--- config.mk ---
export PLATFORM = sky130hd
export DESIGN_NAME = sync_tgl_evt_rx
export DESIGN_NICKNAME = d
export VERILOG_FILES = /design/src/rtl/sync_tgl_evt_rx.sv
export SDC_FILE = /design/constraint.sdc
export NUM_CORES = 1
export LEC_CHECK = 0
export ABC_AREA = 1
export BUFFER_PORTS_ARGS = -buffer_cell sky130_fd_sc_hd__buf_2
export CORE_UTILIZATION = 35
export DETAILED_ROUTE_END_ITERATION = 8
export PLACE_DENSITY = 0.6
export SYNTH_ARGS = -nofsm -noshare
export SYNTH_HDL_FRONTEND = slang
export SYNTH_SLANG_ARGS = --single-unit
--- constraint.sdc ---
create_clock -name clk -period 2.1 [get_ports clk]
set_clock_uncertainty 0.2 [all_clocks]
set_input_delay 0.21 -clock clk [delete_from_list [all_inputs] [get_ports clk]]
set_output_delay 0.21 -clock clk [all_outputs]
set_load 0.02 [all_outputs]
--- src/rtl/sync_tgl_evt_rx.sv ---
// Receive-side event endpoint behind a 3-flop synchronizer: converts edges of the
// synchronized toggle/level into queued events with valid/ready pop and ack toggle return.
module sync_tgl_evt_rx #(
   parameter int CNT_W     = 4,
   parameter bit EDGE_MODE = 1'b0
) (
   input  logic             clk,
   input  logic             rst,
   input  logic             en,
   input  logic             d_sync,
   output logic             evt_valid,
   input  logic             evt_ready,
   output logic [CNT_W-1:0] evt_pend,
   output logic             ack_tgl,
   output logic             ovf,
   input  logic             ovf_clr
);

   localparam logic [CNT_W-1:0] CNT_MAX = {CNT_W{1'b1}};
   localparam logic [CNT_W-1:0] CNT_ONE = {{(CNT_W-1){1'b0}}, 1'b1};
   localparam logic [CNT_W-1:0] CNT_ZERO = {CNT_W{1'b0}};

   logic             d_prev_r;
   logic [CNT_W-1:0] cnt_r;
   logic             valid_r;
   logic             ack_r;
   logic             ovf_r;

   logic             edge_s;
   logic             pop_s;
   logic             drop_s;
   logic [CNT_W-1:0] cnt_nxt_s;
   logic             ovf_nxt_s;

   // Event detection, pop qualification and pending-count next state
   always_comb begin
      edge_s    = 1'b0;
      drop_s    = 1'b0;
      cnt_nxt_s = cnt_r;
      ovf_nxt_s = ovf_r;

      if (EDGE_MODE) begin
         edge_s = en & d_sync & ~d_prev_r;
      end else begin
         edge_s = en & (d_sync ^ d_prev_r);
      end

      // pop only looks at the registered valid, so ready never reaches valid combinationally
      pop_s = valid_r & evt_ready;

      case ({edge_s, pop_s})
         2'b10: begin
            if (cnt_r == CNT_MAX) begin
               drop_s = 1'b1;
            end else begin
               cnt_nxt_s = cnt_r + CNT_ONE;
            end
         end
         2'b01:   cnt_nxt_s = cnt_r - CNT_ONE;
         default: cnt_nxt_s = cnt_r;
      endcase

      // a drop in the same cycle as a clear keeps the flag set
      if (drop_s) begin
         ovf_nxt_s = 1'b1;
      end else if (ovf_clr) begin
         ovf_nxt_s = 1'b0;
      end else begin
         ovf_nxt_s = ovf_r;
      end
   end

   // State registers; d_prev follows d_sync every cycle regardless of en
   always_ff @(posedge clk or posedge rst) begin
      if (rst) begin
         d_prev_r <= 1'b0;
         cnt_r    <= CNT_ZERO;
         valid_r  <= 1'b0;
         ack_r    <= 1'b0;
         ovf_r    <= 1'b0;
      end else begin
         d_prev_r <= d_sync;
         cnt_r    <= cnt_nxt_s;
         valid_r  <= (cnt_nxt_s != CNT_ZERO);
         ack_r    <= ack_r ^ pop_s;
         ovf_r    <= ovf_nxt_s;
      end
   end

   assign evt_valid = valid_r;
   assign evt_pend  = cnt_r;
   assign ack_tgl   = ack_r;
   assign ovf       = ovf_r;

endmodule
==> results.json, run 1 <==
{
  "synth_top_area_share_pct": 38.4,
  "end_kind": "register",
  "hold_class": "input port to register",
  "tritoncts": "done",
  "path_class": "input port to register",
  "placed_cells": 95,
  "post_route_cells_drive_above_1_share_pct": 31.4,
  "grt_pass1_vias": 437,
  "multi_input_area_um2": 283,
  "die_h_um": 40.6,
  "reg2reg_depth": 9,
  "place_hpwl_um": 760,
  "powerDensity_nw_per_um2": 1270,
  "rows": 13,
  "rsz0062_at_grt": "false",
  "vdd_drop_max_mv": 0.597,
  "slew_violations": 0,
  "drcViolationCount": 0,
  "worst-path-buf-inv": 4,
  "worst-path-stages": 11,
  "clock_sinks": 8,
  "synth_area_um2": 522,
  "grt_max_degree": 12,
  "syn_nets": 79,
  "ys_top_cells_by_area": "dfrtp_1, nand2_1, ha_1",
  "gr-total-overflow": 0,
  "max_freq_ghz": 0.505,
  "r2r_setup_slack_ns": 0.37,
  "critPathTopFamily": "buffers and inverters",
  "relSlewSlack_pct": 78.6,
  "diodes": 0,
  "ys_ff_latch": 8,
  "vias": 456,
  "firstDrtPassIters": 1,
  "clkTransAtPathRegs_ns": 0.05,
  "seqCellArea_um2": 200,
  "grt_pass1_wl_um": 1660,
  "core-area_um2": 1350,
  "wl_um": 968,
  "final_cells": 101,
  "netlist_instances": 69,
  "hold_viol": 0,
  "p_leak_nw": 0.355,
  "r2r-start": "d_prev_r",
  "r2r-end": "evt_valid",
  "numCtsBuffers": 3,
  "worstSetupStartpointType": "input port",
  "yosysSeqAreaShare_pct": 38.4,
  "die_area_um2": 1650,
  "critPathSlowestCell": "dlygate4sd3_1",
  "root_buffer": "clkbuf_4",
  "hold-path-endpoint": "ack_tgl",
  "synth.avg_cell_area_um2": 7.56,
  "cp_data_required_time_ns": 2.03,
  "fin_nets": 98,
  "power_mw": 0.839,
  "ys_types": 16,
  "layout_min_cycle_time_ns": 1.98,
  "fp.dieW_um": 40.6,
  "yosysWarnings": 0,
  "num-fill-cells": 141,
  "crit_arrival_ns": 1.91,
  "worstSkewPairLatency_ns": 0.25,
  "start_util_pct": 38.6,
  "holdPathStages": 3,
  "antenna_found_initial": 0,
  "setup_viol": 0,
  "via_per_inst": 4.51,
  "cts_buffer_depth": 2,
  "synth_area_leader_cell": "dfrtp_1",
  "crit_fanout": 4,
  "worst_path_most_repeated_cell": "nand2_1",
  "period_share_pct": 94.3,
  "worst_slew_pin_slew_ns": 0.321,
  "gp_congestion": 0.829,
  "max-cap-violations": 0,
  "hp-start": "evt_ready",
  "area_delta_synth_final_pct": 26.4,
  "ant_nets": 0,
  "grtUsageTotal_pct": 15.6,
  "io_pins": 13,
  "max_stage_delay_ns": 0.53,
  "layout_commonest_cell": "nand2_1",
  "outcome": "completed",
  "final_cell_mix": "nand2_1, buf_2, inv_1, nand3_1, dfrtp_1",
  "finalSetupTns_ns": 0,
  "cp_cell_sequence": "dlygate4sd3_1, buf_2, nand2_1, nand2_1, nor2_2, inv_1, ha_4, inv_2, or2_2, nand2_2, nand3_1",
  "portBuffers": 12,
  "detail_route.wl_per_cell_um": 9.58,
  "initialDrtViolationCount": 0,
  "htree_levels": 1
}
[worst max path at each step]
| stage | to | slack (ns) | from |
|---|---|---|---|
| 2_1_floorplan | evt_valid | 0.37 | evt_valid |
| 3_3_place_gp | evt_valid | 0.32 | d_prev_r |
| 3_5_place_dp | evt_valid | 0.27 | d_prev_r |
| 4_1_cts | evt_valid | 0.04 | d_sync |
| 5_1_grt | evt_valid | 0.01 | d_sync |
| 6_report | evt_valid | 0.12 | d_sync |
[worst min-delay path: cells and delay by family]
kind / cells / cell delay (ns)
AND/OR/NAND/NOR: 1 / 0.10
buffers and inverters: 1 / 0.09
XOR/XNOR: 1 / 0.08
[cells in the mapped netlist]
cell,instances
nand2_2,5
a21oi_1,2
nor2_1,6
ha_1,4
nand3_1,8
inv_1,12
xnor2_1,1
nand3_2,1
buf_6,1
o21ai_0,2
nand4_1,1
or2_2,1
nand2_1,15
o211ai_1,1
nor2_2,1
dfrtp_1,8
[registers in the layout, summed over array words and instances, names as in the netlist]
signal	cells
evt_valid	1
ovf	1
evt_pend	4
ack_tgl	1
d_prev_r	1
[per-layer routing]
metal	up-vias	part of all wire [%]	track usage (%)
met2	10	42	23.4
met1	197	54	21.4
met5	-	0	0
li1	247	-	-
met4	0	0.72	10.0
met3	2	3.1	1.63
[per-stage QoR]
step	util, %	setup WS [ns]	cell area [um^2]	hold slack (ns)
after floorplan	-	0.367	522	-0.174
after global placement	43.7	0.318	589	-0.0287
after detailed placement	43.7	0.275	589	-0.0226
after CTS	47.5	0.0380	642	0.0736
after global routing	48.8	0.0132	659	0.103
final	48.8	0.120	659	0.0777
[repair_timing]
action | CTS | global route
hold endpoints to repair | 10 | 0
hold buffers | 3 | 0
setup endpoints to repair | 0 | 2
gates resized for setup | 0 | 4
buffers inserted | 0 | 0
[layout make-up]
cell class	count	area share, %
Sequential cell	8	30.4
Timing Repair Buffer	15	13.7
Multi-Input combinational cell	48	42.9
Clock buffer	3	3.42
Inverter	12	6.83
Tap cell	15	2.85
[cell families (layout without fill, tap and decap cells)]
family,count (synthesis),count (layout),share of synthesized area (%)
AOI/OAI and AO/OA,5,5,5.28
xor gates and xnor gates,1,1,1.68
adders and majority gates,4,4,9.59
buffers and inverters,13,30,10.8
DFF,8,8,38.4
and+or+nand+nor,38,38,34.3
[report_power, final]
part           total (mW)  internal (mW)  switching (mW)
Clock               0.115         0.0652          0.0493
Combinational       0.436          0.169           0.267
Sequential          0.289          0.210          0.0792
No activity file was read; power rests on OpenSTA's default activity.
==> inputs of run 2 (changes only) <==
Settings changed: CORE_AREA set to 2 2 39 41, CORE_UTILIZATION 35 to unset, DIE_AREA set to 0 0 41 43, PLACE_DENSITY 0.6 to 0.66.
==> run 2 against run 1 <==
Hold slack better by 0.0057 ns. Die area grew 6.9%. Sequential share of layout area up 0.77 points. Largest power group unchanged. Design area decreased by 2.5%. Largest cell class unchanged. Critical endpoint unchanged. Routed wire length rose by 19%. Utilization shrank 2.4 points. Total power fell by 0.24%. Flip-flop and latch count unchanged. Highest routed layer unchanged. Via count grew 11%. Register-to-register slack got worse by 0.11 ns. First-iteration DRC count rose by 17.
==> results.json, run 2 (same netlist as run 1, synthesis figures left out) <==
{
  "fin_nets": 98,
  "rsz0062_at_grt": "false",
  "drcViolationCount": 0,
  "max-cap-violations": 0,
  "end_kind": "register",
  "start_util_pct": 37.7,
  "p_int_mw": 0.433,
  "period_share_pct": 87.6,
  "via_per_inst": 4.98,
  "hold_class": "input port to register",
  "die_area_um2": 1760,
  "cts_hold_buf": 3,
  "detail_route.wl_per_cell_um": 11.3,
  "antenna_found_initial": 0,
  "place_hpwl_um": 909,
  "cp_data_required_time_ns": 2.03,
  "netSwitchingFraction_pct": 48.2,
  "post_route_cells_drive_above_1_share_pct": 26.7,
  "final_cell_area_um2": 643,
  "area_delta_synth_final_pct": 23.3,
  "post_cts_resized": 0,
  "powerDensity_nw_per_um2": 1300,
  "numCtsBuffers": 3,
  "worst-path-buf-inv": 2,
  "vdd_drop_max_mv": 0.501,
  "layout_min_cycle_time_ns": 1.84,
  "setup_viol": 0,
  "critPathTopFamily": "simple AND/OR/NAND/NOR gates",
  "crit_fanout": 4,
  "layout_commonest_cell": "nand2_1",
  "largest_register_ffs": 4,
  "fin_util_pct": 46.5,
  "route.met2.wl_um": 600,
  "p_comb_share_pct": 50.3,
  "worst_path_most_repeated_cell": "nand2_1",
  "fp.dieW_um": 41,
  "relSlewSlack_pct": 78.3,
  "met1_length_um": 463,
  "highest_layer": "met4",
  "critPathSlowestCell": "dfrtp_1",
  "p_leak_nw": 0.356,
  "finalSetupTns_ns": 0,
  "firstDrtPassIters": 4,
  "worstSkewPairLatency_ns": 0.25,
  "gr-total-overflow": 0,
  "worst_slew_pin_slew_ns": 0.325,
  "grtUsageTotal_pct": 16.3,
  "tritoncts": "done",
  "max_stage_delay_ns": 0.37,
  "root_buffer": "clkbuf_4",
  "final_cell_mix": "nand2_1, inv_1, buf_2, nand3_1, dfrtp_1",
  "hold_viol": 0,
  "max_freq_ghz": 0.544,
  "gp_congestion": 0.772,
  "worstSetupStartpointType": "register",
  "clkPwrFrac_pct": 13.9,
  "vias": 508,
  "final_cells": 102,
  "clkTransAtPathRegs_ns": 0.06,
  "rows": 14,
  "diodes": 0,
  "power_mw": 0.837,
  "fin_hold_ws_ns": 0.0834,
  "dr_wl_met3_um": 64,
  "clock_sinks": 8,
  "grt_max_degree": 12,
  "io_pins": 13,
  "outcome": "completed",
  "switching_power_mw": 0.404,
  "fin_ws_ns": 0.261,
  "power_frac_seq_pct": 35.8,
  "cts_buffer_depth": 2,
  "wl_um": 1150,
  "die_h_um": 43,
  "cts_post_setup_buffers_inserted": 0,
  "portBuffers": 12,
  "initialDrtViolationCount": 17,
  "place_area_um2": 591,
  "cp_cell_sequence": "nand2_1, nand2_1, nor2_1, inv_1, ha_1, inv_1, or2_2, nand2_1, nand3_1",
  "num-fill-cells": 150,
  "crit_arrival_ns": 1.77,
  "path_class": "register to register",
  "grt_pass1_vias": 453,
  "placed_cells": 96,
  "grt_pass1_wl_um": 1890,
  "ant_nets": 0,
  "htree_levels": 1,
  "slew_violations": 0,
  "core-area_um2": 1380,
  "dp_slack_ns": 0.257
}
## run 2: cell types whose count changed in the layout (fill, tap and decap cells not counted)
cell | before | now
ha_1 | 3 | 4
ha_4 | 1 | 0
inv_1 | 11 | 12
inv_2 | 1 | 0
nand2_1 | 14 | 15
nand2_2 | 6 | 5
nor2_1 | 5 | 6
nor2_2 | 2 | 1
## run 2: layout make-up
| type | count | area (um^2) | share of cell area (%) |
|---|---|---|---|
| Inverter | 12 | 45.0 | 7.00 |
| Clock buffer | 3 | 22.5 | 3.50 |
| Multi-Input combinational cell | 48 | 265 | 41.2 |
| Timing Repair Buffer | 15 | 90.1 | 14.0 |
| Sequential cell | 8 | 200 | 31.1 |
| Tap cell | 16 | 20.0 | 3.11 |
## run 2: power by group through the flow
| stage | clock, mW | combinational (mW) | sequential, mW |
|---|---|---|---|
| global route | 0.130 | 0.476 | 0.310 |
| detailed placement | 0 | 0.420 | 0.301 |
| CTS | 0.119 | 0.426 | 0.299 |
| finish | 0.116 | 0.421 | 0.300 |
| global placement | 0 | 0.411 | 0.298 |
| floorplan | 0 | 0.285 | 0.329 |
## run 2: worst paths after layout
check / end / from / slack (ns) / cells past startpoint
worst max register to register: evt_valid / d_prev_r / 0.26 / 9
worst min-delay path: ack_tgl / evt_ready / 0.08 / 3
worst max-delay path: evt_valid / d_prev_r / 0.26 / 9
min in group asynchronous: evt_pend[2] / rst / 0.26 / 3
max in group asynchronous: evt_pend[1] / rst / 1.20 / 3
worst min register to register: ack_tgl / ack_tgl / 0.28 / 1
## run 2: layer usage
layer | vias to the layer above | GRT usage [%]
li1 | 249 | -
met4 | 0 | 8.67
met1 | 241 | 16.6
met3 | 2 | 6.81
met5 | - | 0
met2 | 16 | 26.6
## run 2: worst min-delay path, stage by stage
cell     delay [ns]
buf_2          0.09
nand2_1        0.10
xnor2_1        0.08
==> inputs of run 3 (changes only) <==
--- a/config.mk
+++ b/config.mk
@@ -7,4 +7,3 @@
 export LEC_CHECK = 0
-export ABC_AREA = 1
-export BUFFER_PORTS_ARGS = -buffer_cell sky130_fd_sc_hd__buf_2
+export BUFFER_PORTS_ARGS = -buffer_cell sky130_fd_sc_hd__clkbuf_2
 export CORE_AREA = 2 2 39 41
@@ -12,3 +11,3 @@
 export DIE_AREA = 0 0 41 43
-export PLACE_DENSITY = 0.66
+export PLACE_DENSITY = 0.62
 export SYNTH_ARGS = -nofsm -noshare
==> constraint.sdc (replaced) <==
create_clock -name clk -period 2.1 [get_ports clk]
set_clock_uncertainty 0.2 [all_clocks]
set_input_delay 0.315 -clock clk [delete_from_list [all_inputs] [get_ports clk]]
set_output_delay 0.315 -clock clk [all_outputs]
set_load 0.02 [all_outputs]
==> run 3 against run 2 <==
Sequential share of layout area fell by 2.7 points. Via count fell by 16%. Critical endpoint unchanged. Design area rose by 11%. Register-to-register slack got worse by 0.41 ns. Clock power rose by 4%. Maximum frequency fell by 18%. Critical path type unchanged. Worst setup slack got worse by 0.41 ns. Synthesized area fell by 9.1%. First-iteration DRC count fell by 59%. Routed wire length fell by 12%. The flow now finishes with violations (setup timing). Highest routed layer is now met3. Count of clock-buffer cells in the layout rose by 1.
==> results.json, run 3 <==
{
  "yosysMostFrequentCell": "dfrtp_1",
  "gr-total-overflow": 0,
  "worstSkewPairLatency_ns": 0.25,
  "hold-path-endpoint": "ovf",
  "layout_commonest_cell": "clkbuf_2",
  "rsz0062_at_grt": "true",
  "cp_cell_sequence": "xor2_1, nand2_1, ha_4, nand2b_4, a211oi_1, a211o_1, or4_1",
  "final_cell_area_um2": 712,
  "crit_arrival_ns": 2.16,
  "grtUsageTotal_pct": 13.4,
  "max_stage_delay_ns": 0.53,
  "synth_top_cells_by_count": "dfrtp_1, inv_1, ha_1, nand2_1, nand2b_1",
  "place_area_um2": 651,
  "vdd_drop_max_mv": 0.624,
  "wl_um": 1010,
  "period_share_pct": 107,
  "netlist_instances": 49,
  "met3_usage_pct": 4.71,
  "vias": 427,
  "worst_slew_pin_slew_ns": 0.283,
  "r2r-start": "d_prev_r",
  "clock_sinks": 8,
  "holdPathStages": 2,
  "power_mw": 0.860,
  "fin_nets": 88,
  "synth.avg_cell_area_um2": 9.68,
  "grt_max_degree": 10,
  "synth_top_family_by_area": "simple AND/OR/NAND/NOR gates",
  "syn_nets": 59,
  "synth_edf_count": 0,
  "tritoncts": "done",
  "yosysSeqAreaShare_pct": 42.2,
  "fin_ws_ns": -0.146,
  "slew_violations": 0,
  "gp_congestion": 0.765,
  "ys_types": 24,
  "path_class": "register to register",
  "core-area_um2": 1380,
  "initialDrtViolationCount": 7,
  "grt_pass1_vias": 424,
  "powerDensity_nw_per_um2": 1210,
  "met2_usage_pct": 20.3,
  "synthArstFlopShare_pct": 100,
  "yosys.area_share.adder_pct": 10.6,
  "synth-compound-area-share_pct": 17.2,
  "cts_buffer_depth": 2,
  "detail_route.wl_per_cell_um": 10.9,
  "synth_area_leader_cell": "dfrtp_1",
  "hold_class": "input port to register",
  "layout_min_cycle_time_ns": 2.25,
  "antenna_found_initial": 0,
  "synth_mux_area_share_pct": 0,
  "rows": 14,
  "via_per_inst": 4.59,
  "portBuffers": 12,
  "die_area_um2": 1760,
  "setup_viol": 1,
  "num-fill-cells": 137,
  "io_pins": 13,
  "hold_viol": 0,
  "ys_ff_latch": 8,
  "final_cell_mix": "clkbuf_2, buf_4, inv_1, dfrtp_1",
  "ys_top_cells_by_area": "dfrtp_1, ha_1, nand2b_1",
  "violations": "setup timing",
  "synthSimpleGateAreaFrac_pct": 19.3,
  "end_kind": "register",
  "firstDrtPassIters": 4,
  "synth_top_area_share_pct": 42.2,
  "synth_area_um2": 474,
  "numCtsBuffers": 3,
  "htree_levels": 1,
  "crit_fanout": 5,
  "r2r_setup_slack_ns": -0.15,
  "ant_nets": 0,
  "start_util_pct": 34.3,
  "largest_register_ffs": 4,
  "grt_pass1_wl_um": 1660,
  "worst-path-buf-inv": 0,
  "grt-busiest-layer": "met2",
  "die_h_um": 43,
  "cp_data_required_time_ns": 2.01,
  "synth_xor_xnor_area_share_pct": 3.69,
  "synth-main-ff-cell": "dfrtp_1",
  "yosysWarnings": 0,
  "place_hpwl_um": 749,
  "relSlewSlack_pct": 81.1,
  "final_cells": 93,
  "reg2reg_depth": 7,
  "drcViolationCount": 0,
  "post_route_cells_drive_above_1_share_pct": 44.2,
  "fp.dieW_um": 41,
  "diodes": 0,
  "critPathSlowestCell": "or4_1",
  "critPathTopFamily": "simple AND/OR/NAND/NOR gates",
  "worstSetupStartpointType": "register",
  "hp-start": "ovf_clr",
  "area_delta_synth_final_pct": 50.1,
  "r2r-end": "evt_valid",
  "p_leak_nw": 0.390,
  "max-cap-violations": 0,
  "placed_cells": 87,
  "root_buffer": "clkbuf_4",
  "outcome": "finished, violations left",
  "clkTransAtPathRegs_ns": 0.05,
  "met1_usage_pct": 18.5,
  "max_freq_ghz": 0.445
}
run 3: per-stage QoR:
step	util (%)	setup TNS, ns	worst slack [ns]	hold slack [ns]
after floorplan	-	-0.0726	-0.0726	-0.0695
after global placement	47.0	-0.194	-0.194	0.0464
after detailed placement	47.0	-0.208	-0.208	0.0483
after global routing	51.4	-0.205	-0.205	0.0762
after CTS	49.6	-0.146	-0.146	0.0698
final	51.4	-0.146	-0.146	0.0658
run 3: power by group:
part	switching (mW)	leakage, nW	internal [mW]	total [mW]
clock	0.0483	0.0150	0.0724	0.121
combinational	0.241	0.277	0.250	0.491
sequential	0.0425	0.0980	0.206	0.249
run 3: cells by family after synthesis:
family | count (synthesis)
flops | 8
fa+ha+maj | 4
buf+inv | 7
compound gates | 11
simple gates | 17
xor+xnor | 2
run 3: final cells by class:
cell class              count  area, um^2  area share, %
inverters                   6        22.5           3.16
well taps                  16        20.0           2.81
multi-input cells          34         277           38.8
clock buffers               4        26.3           3.69
flip-flops and latches      8         203           28.5
repair buffers             25         164           23.0
run 3: per-layer routing:
layer / vias up / routed length [um]
li1: 226 / -
met1: 194 / 467
met2: 7 / 524
met3: 0 / 17
met4: 0 / 0
met5: - / 0
run 3: worst max-delay path by stage:
| stage | from | end | cells after the start |
|---|---|---|---|
| after floorplan | evt_pend[2] | evt_valid | 5 |
| after global placement | d_sync | evt_valid | 8 |
| after detailed placement | d_sync | evt_valid | 8 |
| after CTS | d_prev_r | evt_valid | 7 |
| after global routing | d_prev_r | evt_valid | 8 |
| final | d_prev_r | evt_valid | 7 |
run 3: what timing repair did:
item	4_1_cts	5_1_grt
pin swaps	1	4
setup endpoints to repair	1	1
endpoints found under the hold margin	8	0
resized for setup	0	3
setup buffers	0	1
hold buffers	1	0
